[src/rtl/dst4_mac_sched_if.sv]
`default_nettype none
// ============================================================================
//  Module   : dst4_mac_sched_if
//  Purpose  : Bundle of the sample-input stream, the MAC operand/result bus
//             and the coefficient output stream of the DST-4 MAC sequencer.
//             "master" is the sequencer side, "slave" is its environment.
//  Revision : 1.0  initial release
// ============================================================================
interface dst4_mac_sched_if #(
    parameter int IN_W    = 12,
    parameter int COEFF_W = 8,
    parameter int ACC_W   = IN_W + COEFF_W + 2,
    parameter int Y_W     = 16
);
    // input vector stream
    logic                      in_valid;
    logic                      in_ready;
    logic signed [IN_W-1:0]    in_x [0:3];
    logic                      in_inv;

    // shared combinational MAC
    logic signed [IN_W-1:0]    mac_x [0:3];
    logic signed [COEFF_W-1:0] mac_c [0:3];
    logic signed [ACC_W-1:0]   mac_y;

    // output coefficient stream
    logic                      out_valid;
    logic                      out_ready;
    logic signed [Y_W-1:0]     out_data;
    logic [1:0]                out_idx;
    logic                      out_last;

    modport master (
        input  in_valid, in_x, in_inv, mac_y, out_ready,
        output in_ready, mac_x, mac_c, out_valid, out_data, out_idx, out_last
    );

    modport slave (
        output in_valid, in_x, in_inv, mac_y, out_ready,
        input  in_ready, mac_x, mac_c, out_valid, out_data, out_idx, out_last
    );
endinterface
`default_nettype wire

[src/rtl/dst4_mac_sched.sv]
`default_nettype none
// ============================================================================
//  Module   : dst4_mac_sched
//  Purpose  : Sequencer for the shared 4-tap MAC of the 4-point DST-VII
//             stage. Captures one sample vector, steps through the four
//             coefficient rows (forward C or transposed C^T), rounds,
//             shifts and saturates each MAC result and streams the four
//             indexed coefficients out under valid/ready backpressure.
//  Revision : 1.0  initial release
// ============================================================================
module dst4_mac_sched #(
    parameter int IN_W    = 12,
    parameter int COEFF_W = 8,
    parameter int ACC_W   = IN_W + COEFF_W + 2,
    parameter int Y_W     = 16,
    parameter int SHIFT   = 7
) (
    input  wire              clk,
    input  wire              rst_n,
    dst4_mac_sched_if.master bus
);

    localparam logic [0:0] c_IDLE = 1'b0;
    localparam logic [0:0] c_RUN  = 1'b1;

    // Saturation bounds expressed at the rounded-intermediate width.
    localparam logic signed [ACC_W:0] c_YMAX =
        $signed({{(ACC_W + 2 - Y_W){1'b0}}, {(Y_W - 1){1'b1}}});
    localparam logic signed [ACC_W:0] c_YMIN =
        $signed({{(ACC_W + 2 - Y_W){1'b1}}, {(Y_W - 1){1'b0}}});

    logic [0:0]               r_state;
    logic [0:0]               w_next_state;
    logic [1:0]               r_k;
    logic signed [IN_W-1:0]   r_x [0:3];
    logic                     r_inv;
    logic                     r_out_valid;
    logic signed [Y_W-1:0]    r_out_data;
    logic [1:0]               r_out_idx;
    logic                     r_out_last;

    logic                     w_accept;
    logic                     w_load;
    logic signed [ACC_W:0]    w_rnd;
    logic signed [Y_W-1:0]    w_sat;

    // DST-VII matrix C, addressed as C[r][c].
    function automatic logic signed [COEFF_W-1:0] coef(input logic [1:0] r,
                                                       input logic [1:0] c);
        int v;
        case ({r, c})
            4'h0: v = 29;   4'h1: v = 55;   4'h2: v = 74;   4'h3: v = 84;
            4'h4: v = 74;   4'h5: v = 74;   4'h6: v = 0;    4'h7: v = -74;
            4'h8: v = 84;   4'h9: v = -29;  4'hA: v = -74;  4'hB: v = 55;
            4'hC: v = 55;   4'hD: v = -84;  4'hE: v = 74;   4'hF: v = -29;
            default: v = 0;
        endcase
        return COEFF_W'(v);
    endfunction

    assign w_accept = (r_state == c_IDLE) && bus.in_valid;
    // A row is loaded whenever the output slot is empty or being drained.
    assign w_load   = (r_state == c_RUN) && (!r_out_valid || bus.out_ready);

    // Round-half-up then arithmetic shift, one extra bit for the carry.
    generate
        if (SHIFT > 0) begin : g_round
            localparam logic signed [ACC_W:0] c_HALF =
                $signed({{ACC_W{1'b0}}, 1'b1} << (SHIFT - 1));
            logic signed [ACC_W:0] w_sum;
            assign w_sum = $signed({bus.mac_y[ACC_W-1], bus.mac_y}) + c_HALF;
            assign w_rnd = w_sum >>> SHIFT;
        end else begin : g_pass
            assign w_rnd = {bus.mac_y[ACC_W-1], bus.mac_y};
        end
    endgenerate

    assign w_sat = (w_rnd > c_YMAX) ? c_YMAX[Y_W-1:0] :
                   (w_rnd < c_YMIN) ? c_YMIN[Y_W-1:0] :
                                      w_rnd[Y_W-1:0];

    // State register.
    always_ff @(posedge clk or negedge rst_n) begin
        if (!rst_n) begin
            r_state <= c_IDLE;
        end else begin
            r_state <= w_next_state;
        end
    end

    // Next-state: leave IDLE on accept, return after the row-3 load.
    always_comb begin
        w_next_state = r_state;
        case (r_state)
            c_IDLE:  if (w_accept) w_next_state = c_RUN;
            c_RUN:   if (w_load && (r_k == 2'd3)) w_next_state = c_IDLE;
            default: w_next_state = c_IDLE;
        endcase
    end

    // Outputs decoded from state: ready in IDLE, MAC operands only in RUN.
    always_comb begin
        bus.in_ready = (r_state == c_IDLE);
        for (int j = 0; j < 4; j++) begin
            bus.mac_x[j] = '0;
            bus.mac_c[j] = '0;
            if (r_state == c_RUN) begin
                bus.mac_x[j] = r_x[j];
                bus.mac_c[j] = r_inv ? coef(2'(j), r_k) : coef(r_k, 2'(j));
            end
        end
    end

    // Vector capture and row counter; the vector is frozen until IDLE.
    always_ff @(posedge clk or negedge rst_n) begin
        if (!rst_n) begin
            for (int j = 0; j < 4; j++) r_x[j] <= '0;
            r_inv <= 1'b0;
            r_k   <= 2'd0;
        end else if (w_accept) begin
            for (int j = 0; j < 4; j++) r_x[j] <= bus.in_x[j];
            r_inv <= bus.in_inv;
            r_k   <= 2'd0;
        end else if (w_load && (r_k != 2'd3)) begin
            r_k <= r_k + 2'd1;
        end
    end

    // Output slot: load a new row or drop valid once it has been taken.
    always_ff @(posedge clk or negedge rst_n) begin
        if (!rst_n) begin
            r_out_valid <= 1'b0;
            r_out_data  <= '0;
            r_out_idx   <= 2'd0;
            r_out_last  <= 1'b0;
        end else if (w_load) begin
            r_out_valid <= 1'b1;
            r_out_data  <= w_sat;
            r_out_idx   <= r_k;
            r_out_last  <= (r_k == 2'd3);
        end else if (r_out_valid && bus.out_ready) begin
            r_out_valid <= 1'b0;
        end
    end

    assign bus.out_valid = r_out_valid;
    assign bus.out_data  = r_out_data;
    assign bus.out_idx   = r_out_idx;
    assign bus.out_last  = r_out_last;

endmodule
`default_nettype wire
[src/flat_wrapper.sv]
// flat-port wrapper written by rule: the top's interface ports become plain ports
module dst4_mac_sched_flat 
#(
    parameter int IN_W    = 12,
    parameter int COEFF_W = 8,
    parameter int ACC_W   = IN_W + COEFF_W + 2,
    parameter int Y_W     = 16,
    parameter int SHIFT   = 7
)
  (clk, rst_n, bus_in_valid, bus_in_x, bus_in_inv, bus_mac_y, bus_out_ready, bus_in_ready, bus_mac_x, bus_mac_c, bus_out_valid, bus_out_data, bus_out_idx, bus_out_last);
  dst4_mac_sched_if #(.IN_W(IN_W), .COEFF_W(COEFF_W), .ACC_W(ACC_W), .Y_W(Y_W)) bus_i ();
  input  wire clk;
  input  wire rst_n;
  input wire logic [$bits(bus_i.in_valid)-1:0] bus_in_valid;
  input wire logic [$bits(bus_i.in_x)-1:0] bus_in_x;
  input wire logic [$bits(bus_i.in_inv)-1:0] bus_in_inv;
  input wire logic [$bits(bus_i.mac_y)-1:0] bus_mac_y;
  input wire logic [$bits(bus_i.out_ready)-1:0] bus_out_ready;
  output wire logic [$bits(bus_i.in_ready)-1:0] bus_in_ready;
  output wire logic [$bits(bus_i.mac_x)-1:0] bus_mac_x;
  output wire logic [$bits(bus_i.mac_c)-1:0] bus_mac_c;
  output wire logic [$bits(bus_i.out_valid)-1:0] bus_out_valid;
  output wire logic [$bits(bus_i.out_data)-1:0] bus_out_data;
  output wire logic [$bits(bus_i.out_idx)-1:0] bus_out_idx;
  output wire logic [$bits(bus_i.out_last)-1:0] bus_out_last;
  assign bus_i.in_valid = bus_in_valid;
  assign bus_i.in_x = {>>{bus_in_x}};
  assign bus_i.in_inv = bus_in_inv;
  assign bus_i.mac_y = bus_mac_y;
  assign bus_i.out_ready = bus_out_ready;
  assign bus_in_ready = bus_i.in_ready;
  assign bus_mac_x = {>>{bus_i.mac_x}};
  assign bus_mac_c = {>>{bus_i.mac_c}};
  assign bus_out_valid = bus_i.out_valid;
  assign bus_out_data = bus_i.out_data;
  assign bus_out_idx = bus_i.out_idx;
  assign bus_out_last = bus_i.out_last;
  dst4_mac_sched #(.IN_W(IN_W), .COEFF_W(COEFF_W), .ACC_W(ACC_W), .Y_W(Y_W), .SHIFT(SHIFT)) u_core (.clk(clk), .rst_n(rst_n), .bus(bus_i));
endmodule
[config.mk]
export PLATFORM = sky130hd
export DESIGN_NAME = dst4_mac_sched_flat
export DESIGN_NICKNAME = d
export VERILOG_FILES = /design/src/rtl/dst4_mac_sched_if.sv /design/src/rtl/dst4_mac_sched.sv /design/src/flat_wrapper.sv
export SDC_FILE = /design/constraint.sdc
export NUM_CORES = 1
export LEC_CHECK = 0
export ABC_AREA = 0
export CAP_MARGIN = 20
export CORE_UTILIZATION = 37
export CTS_CLUSTER_DIAMETER = 100
export DETAILED_ROUTE_END_ITERATION = 7
export PLACE_DENSITY = 0.77
export RECOVER_POWER = 100
export SLEW_MARGIN = 20
export SYNTH_ARGS = -nofsm -noshare
export SYNTH_HDL_FRONTEND = slang
export SYNTH_SLANG_ARGS = --single-unit
[constraint.sdc]
create_clock -name clk -period 1.8 [get_ports clk]
set_clock_uncertainty 0.2 [all_clocks]
set_input_delay 0.18 -clock clk [delete_from_list [all_inputs] [get_ports clk]]
set_output_delay 0.18 -clock clk [all_outputs]
set_load 0.05 [all_outputs]
==> flow_summary.ini, run 1 <==
[detailed_routing]
route.met2.wl_mm = 6.32
dr_wl_met3_um = 821
drt-met1-wl_mm = 4.15
highest_layer = met4
vias = 3382
avgRoutedWirePerCell_um = 16.4
drt_first_pass_iters = 4
antenna_left = 0
drt-initial-drc-count = 106
via_per_inst = 4.79
routed_wl_mm = 11.6
drc = 0

[die]
dieArea_mm2 = 0.0103
dieHeight_um = 102
core_area_mm2 = 0.00968
rows = 36
die_width_um = 102
io_pins = 176
start_util = 0.379

[cells_and_area]
final_cell_mix = 83 x buf_12, 67 x clkdlybuf4s50_1, 67 x dfrtp_1
diodes = 0
syn_to_final_growth_pct = 99.1
multi_input_area_mm2 = 0.00224
regArea_mm2 = 0.00181
nNetsFinal = 650
fill_cells = 592
fin_util = 0.756
drive_gt1_frac = 0.524
layout_commonest_cell = buf_12

[cts]
cts_max_level = 3
root_buffer = clkbuf_8
cts_tree = yes
clock_latency_ps = 330
cts.sinks = 72
cts_buffers = 9
clk_path_buf_depth = 2
clkSlewWorstSetupHoldPaths_ps = 80

[timing]
hold_viol = 0
max_slew_margin = 0.491
whs_ps = 239
tightest_slew_ps = 764
fin_crit_ps = 2140
fin_ws_ps = -339
report.final.setup_viol = 30
timing.fmax_ghz = 0.467
drv_slew = 0
period_share = 1.19
rsz0062_at_grt = true

[grt]
overflow = 0
grt_pass1_wl_mm = 17.2
grt_pass1_vias = 3495
antenna_found_initial = 0
grt_max_degree = 41
grtUsageTotal = 0.219

[worst_setup_path]
crit_start = u_core.r_k[1]
critPathKind = register to primary output
cp_max_fo = 4
cp.required_ps = 1420
timing.rr.end = u_core.r_x[20]
startpoint_type = register
endpoint_kind = primary output
r2r_cells = 4
worstPathArrival_ps = 1760
worstSetupEndpoint = bus_mac_c[30]
r2r_slack_ps = 130
r2r_start = u_core.r_state

[synth]
syn_nets = 438
synth_seq_cells = 72
synthesis.area_mm2 = 0.00367
syn_inst = 356
synth_ff_type = dfrtp_1
async_reset_ff_frac = 1.00
synth_seq_area_share = 0.490
synth_area_per_cell_um2 = 10.3
synth_edf_count = 0
ys_warn_count = 0
netlist-cell-type-count = 32

[place]
gp_congestion = 0.856
port_buffers = 168
dp_hpwl_mm = 8.12
pre_cts_slack_ps = -279

[worst_hold_path]
hp-class = input pin to async pin

[flow_run]
max_cap_viol_count = 0

[outcome]
status = finished, violations left
violations = setup timing
[through the flow]
| stage | cells | cell area [um2] | TNS [ps] |
|---|---|---|---|
| final | 706 | 7320 | -7130 |
| after global routing | 706 | 7320 | -10210 |
| after CTS | 698 | 7150 | -6050 |
| after detailed placement | 675 | 6690 | -1580 |
| after global placement | 675 | 6690 | -1120 |
| after floorplan | 356 | 3880 | -587 |
[Yosys cell counts (4+ instances only)]
| library cell | instances | area [um2] |
|---|---|---|
| inv_1 | 7 | 26.3 |
| buf_4 | 4 | 30.0 |
| nor2_1 | 24 | 90.1 |
| buf_2 | 6 | 30.0 |
| o21ai_0 | 23 | 115 |
| and2_1 | 49 | 307 |
| xor2_1 | 4 | 35.0 |
| mux2_2 | 49 | 552 |
| nor3_1 | 7 | 35.0 |
| nand4_1 | 5 | 31.3 |
| nand3_1 | 6 | 30.0 |
| dfrtp_1 | 72 | 1800 |
| xnor2_1 | 10 | 87.6 |
| a21oi_1 | 11 | 55.1 |
| ha_1 | 7 | 87.6 |
| clkbuf_1 | 14 | 52.6 |
| nand2_1 | 35 | 131 |
[worst max-delay path, stage by stage, from the launching register on]
cell and delay, ps:
dfrtp_2 460, buf_6 140, ha_4 170, nor3_2 270
buf_4 190, nor3_4 50, buf_12 140
[sequential cells by signal, summed over array words and instances (netlist names)]
signal,cells
u_core.bus.out_data,16
u_core.bus.out_idx,2
u_core.bus.out_last,1
u_core.bus.out_valid,1
u_core.r_inv,1
u_core.r_k,2
u_core.r_state,1
u_core.r_x,48
[final cells by class]
type,instances,share of cell area
clock buffers,11,0.0193
clock inverters,5,0.00769
inverters,7,0.00462
multi-input cells,252,0.306
flip-flops and latches,72,0.247
well taps,133,0.0227
repair buffers,226,0.393
[layer usage]
metal	track usage	vias up
met5	0	-
met4	0.0948	0
met3	0.0649	24
met2	0.392	116
met1	0.238	1633
li1	-	1609
[timing repair]
action | 4_1_cts | 5_1_grt
hold buffers | 1 | 0
cloned | 0 | 0
setup endpoints to repair | 70 | 34
endpoints found under the hold margin | 72 | 0
resized for setup | 55 | 54
pin swaps | 9 | 12
setup buffers | 6 | 9
[logic make-up after synthesis]
group                      synth area share
and+or+nand+nor                       0.196
DFF                                   0.490
muxes                                 0.158
AOI/OAI and AO/OA                    0.0579
buffers and inverters                0.0388
xor gates and xnor gates             0.0334
adders and majority gates            0.0238
other                               0.00102
[how the worst min path moves through the flow]
stage / from / end / depth (start not counted) / slack [ps]
6_report: rst_n / u_core.bus.out_data[2] / 2 / 240
5_1_grt: bus_in_x[2] / u_core.r_x[2] / 2 / 230
4_1_cts: rst_n / u_core.bus.out_data[2] / 2 / 100
3_5_place_dp: rst_n / u_core.bus.out_data[2] / 1 / -50
3_3_place_gp: rst_n / u_core.bus.out_data[2] / 1 / -60
2_1_floorplan: rst_n / u_core.bus.out_data[0] / 0 / -320
Power of run 1 is not shown: default switching activity piles up to over one toggle a cycle in this logic, so the estimate is an artifact.
==> run 2: changes to the inputs <==
--- a/config.mk
+++ b/config.mk
@@ -7,6 +7,7 @@
 export LEC_CHECK = 0
 export ABC_AREA = 0
 export CAP_MARGIN = 20
+export CORE_MARGIN = 2
 export CORE_UTILIZATION = 37
 export CTS_CLUSTER_DIAMETER = 100
 export DETAILED_ROUTE_END_ITERATION = 7
==> flow_summary.ini, run 2 (same netlist as run 1, synthesis figures left out) <==
[cells_and_area]
fin_util = 0.798
fill_cells = 573
syn_to_final_growth_pct = 111
drive_gt1_frac = 0.567
layout_commonest_cell = buf_12
largest_register_ffs = 48
regArea_mm2 = 0.00181
final_cell_mix = 86 x buf_12, 68 x dfrtp_1, 67 x clkdlybuf4s50_1
multi_input_area_mm2 = 0.00245
diodes = 0
top_register = u_core.r_x
nNetsFinal = 666

[worst_setup_path]
critPathKind = register to primary output
worstPathArrival_ps = 1800
cp_max_fo = 5
startpoint_type = register
endpoint_kind = primary output
cp.required_ps = 1420

[timing]
fin_ws_ps = -376
fin_crit_ps = 2180
setup_tns_ps = -8910
tightest_slew_ps = 965
report.final.setup_viol = 57
timing.fmax_ghz = 0.460
period_share = 1.21
hold_viol = 0
drv_slew = 0
rsz0062_at_grt = true
max_slew_margin = 0.357

[cts]
cts_max_level = 3
cts_tree = yes
root_buffer = clkbuf_8
clock_latency_ps = 340
cts.sinks = 72
clk_path_buf_depth = 2
cts_buffers = 9
clkSlewWorstSetupHoldPaths_ps = 90

[die]
core_area_mm2 = 0.00973
start_util = 0.378
io_pins = 176
dieHeight_um = 104
die_width_um = 104
dieArea_mm2 = 0.0107
rows = 36

[detailed_routing]
avgRoutedWirePerCell_um = 19.2
drt_first_pass_iters = 4
drt-initial-drc-count = 137
routed_wl_mm = 13.9
vias = 3640
antenna_left = 0
drc = 0
via_per_inst = 5.04

[outcome]
violations = setup timing
status = finished, violations left

[grt]
grtUsageTotal = 0.222
grt_pass1_wl_mm = 19.1
grt_pass1_vias = 3740
overflow = 0
grt_max_degree = 73
antenna_found_initial = 0

[place]
port_buffers = 168
dp_hpwl_mm = 8.64
gp_congestion = 0.810

[flow_run]
max_cap_viol_count = 0

[worst_hold_path]
hp-class = input pin to register
run 2: cell count changes in the layout (fill, tap and decap cells not counted), sizes merged:
cell	previous run	this run
buf	134	147
clkbuf	35	38
clkinv	3	4
clkinvlp	1	0
run 2: worst paths after layout:
check	from	to	slack (ps)	cells past startpoint
setup reg to reg	u_core.r_state	u_core.r_x[39]	-70	5
hold reg to reg	u_core.bus.out_data[7]	u_core.bus.out_data[7]	290	2
hold / removal	bus_in_inv	u_core.r_inv	220	3
min in group asynchronous	rst_n	u_core.r_x[11]	470	3
max in group asynchronous	rst_n	u_core.r_k[1]	250	3
setup / recovery	u_core.r_k[1]	bus_mac_c[7]	-380	7
run 2: area by class of cell:
class	count	area share
timing repair buffer	242	0.401
multi-input combinational	252	0.316
sequential	72	0.233
tap	133	0.0214
clock buffer	11	0.0169
clock inverter	5	0.00741
inverter	7	0.00467
run 2: per-layer routing:
metal / routed length, um / track usage / vias to the layer above
met4: 363 / 0.0811 / 0
met3: 719 / 0.0604 / 24
met2: 7630 / 0.414 / 136
li1: - / - / 1643
met5: 0 / 0 / -
met1: 5180 / 0.240 / 1837
run 2: what timing repair did:
item / in CTS / in global routing
hold buffers: 1 / 0
gates cloned: 1 / 4
resized for setup: 43 / 138
pin swaps: 10 / 18
endpoints found under the hold margin: 72 / 0
setup buffers: 10 / 17
setup endpoints to repair: 80 / 119
run 2: through the flow:
stage	worst slack [ps]	cells	cell area [um2]	hold WS (ps)
floorplan	-136	356	3880	-316
global placement	-241	675	6710	25.1
detailed placement	-401	675	6710	30.7
CTS	-316	703	7170	196
global route	-418	722	7770	222
finish	-376	722	7770	219
run 2: critical path: stages, from the launching register on:
cell and delay (ps):
dfrtp_2 470, buf_6 150, ha_4 200, o21bai_4 220
buf_6 140, buf_6 100, nor2_4 30, buf_12 140
Power of run 2 is left out for the same reason.
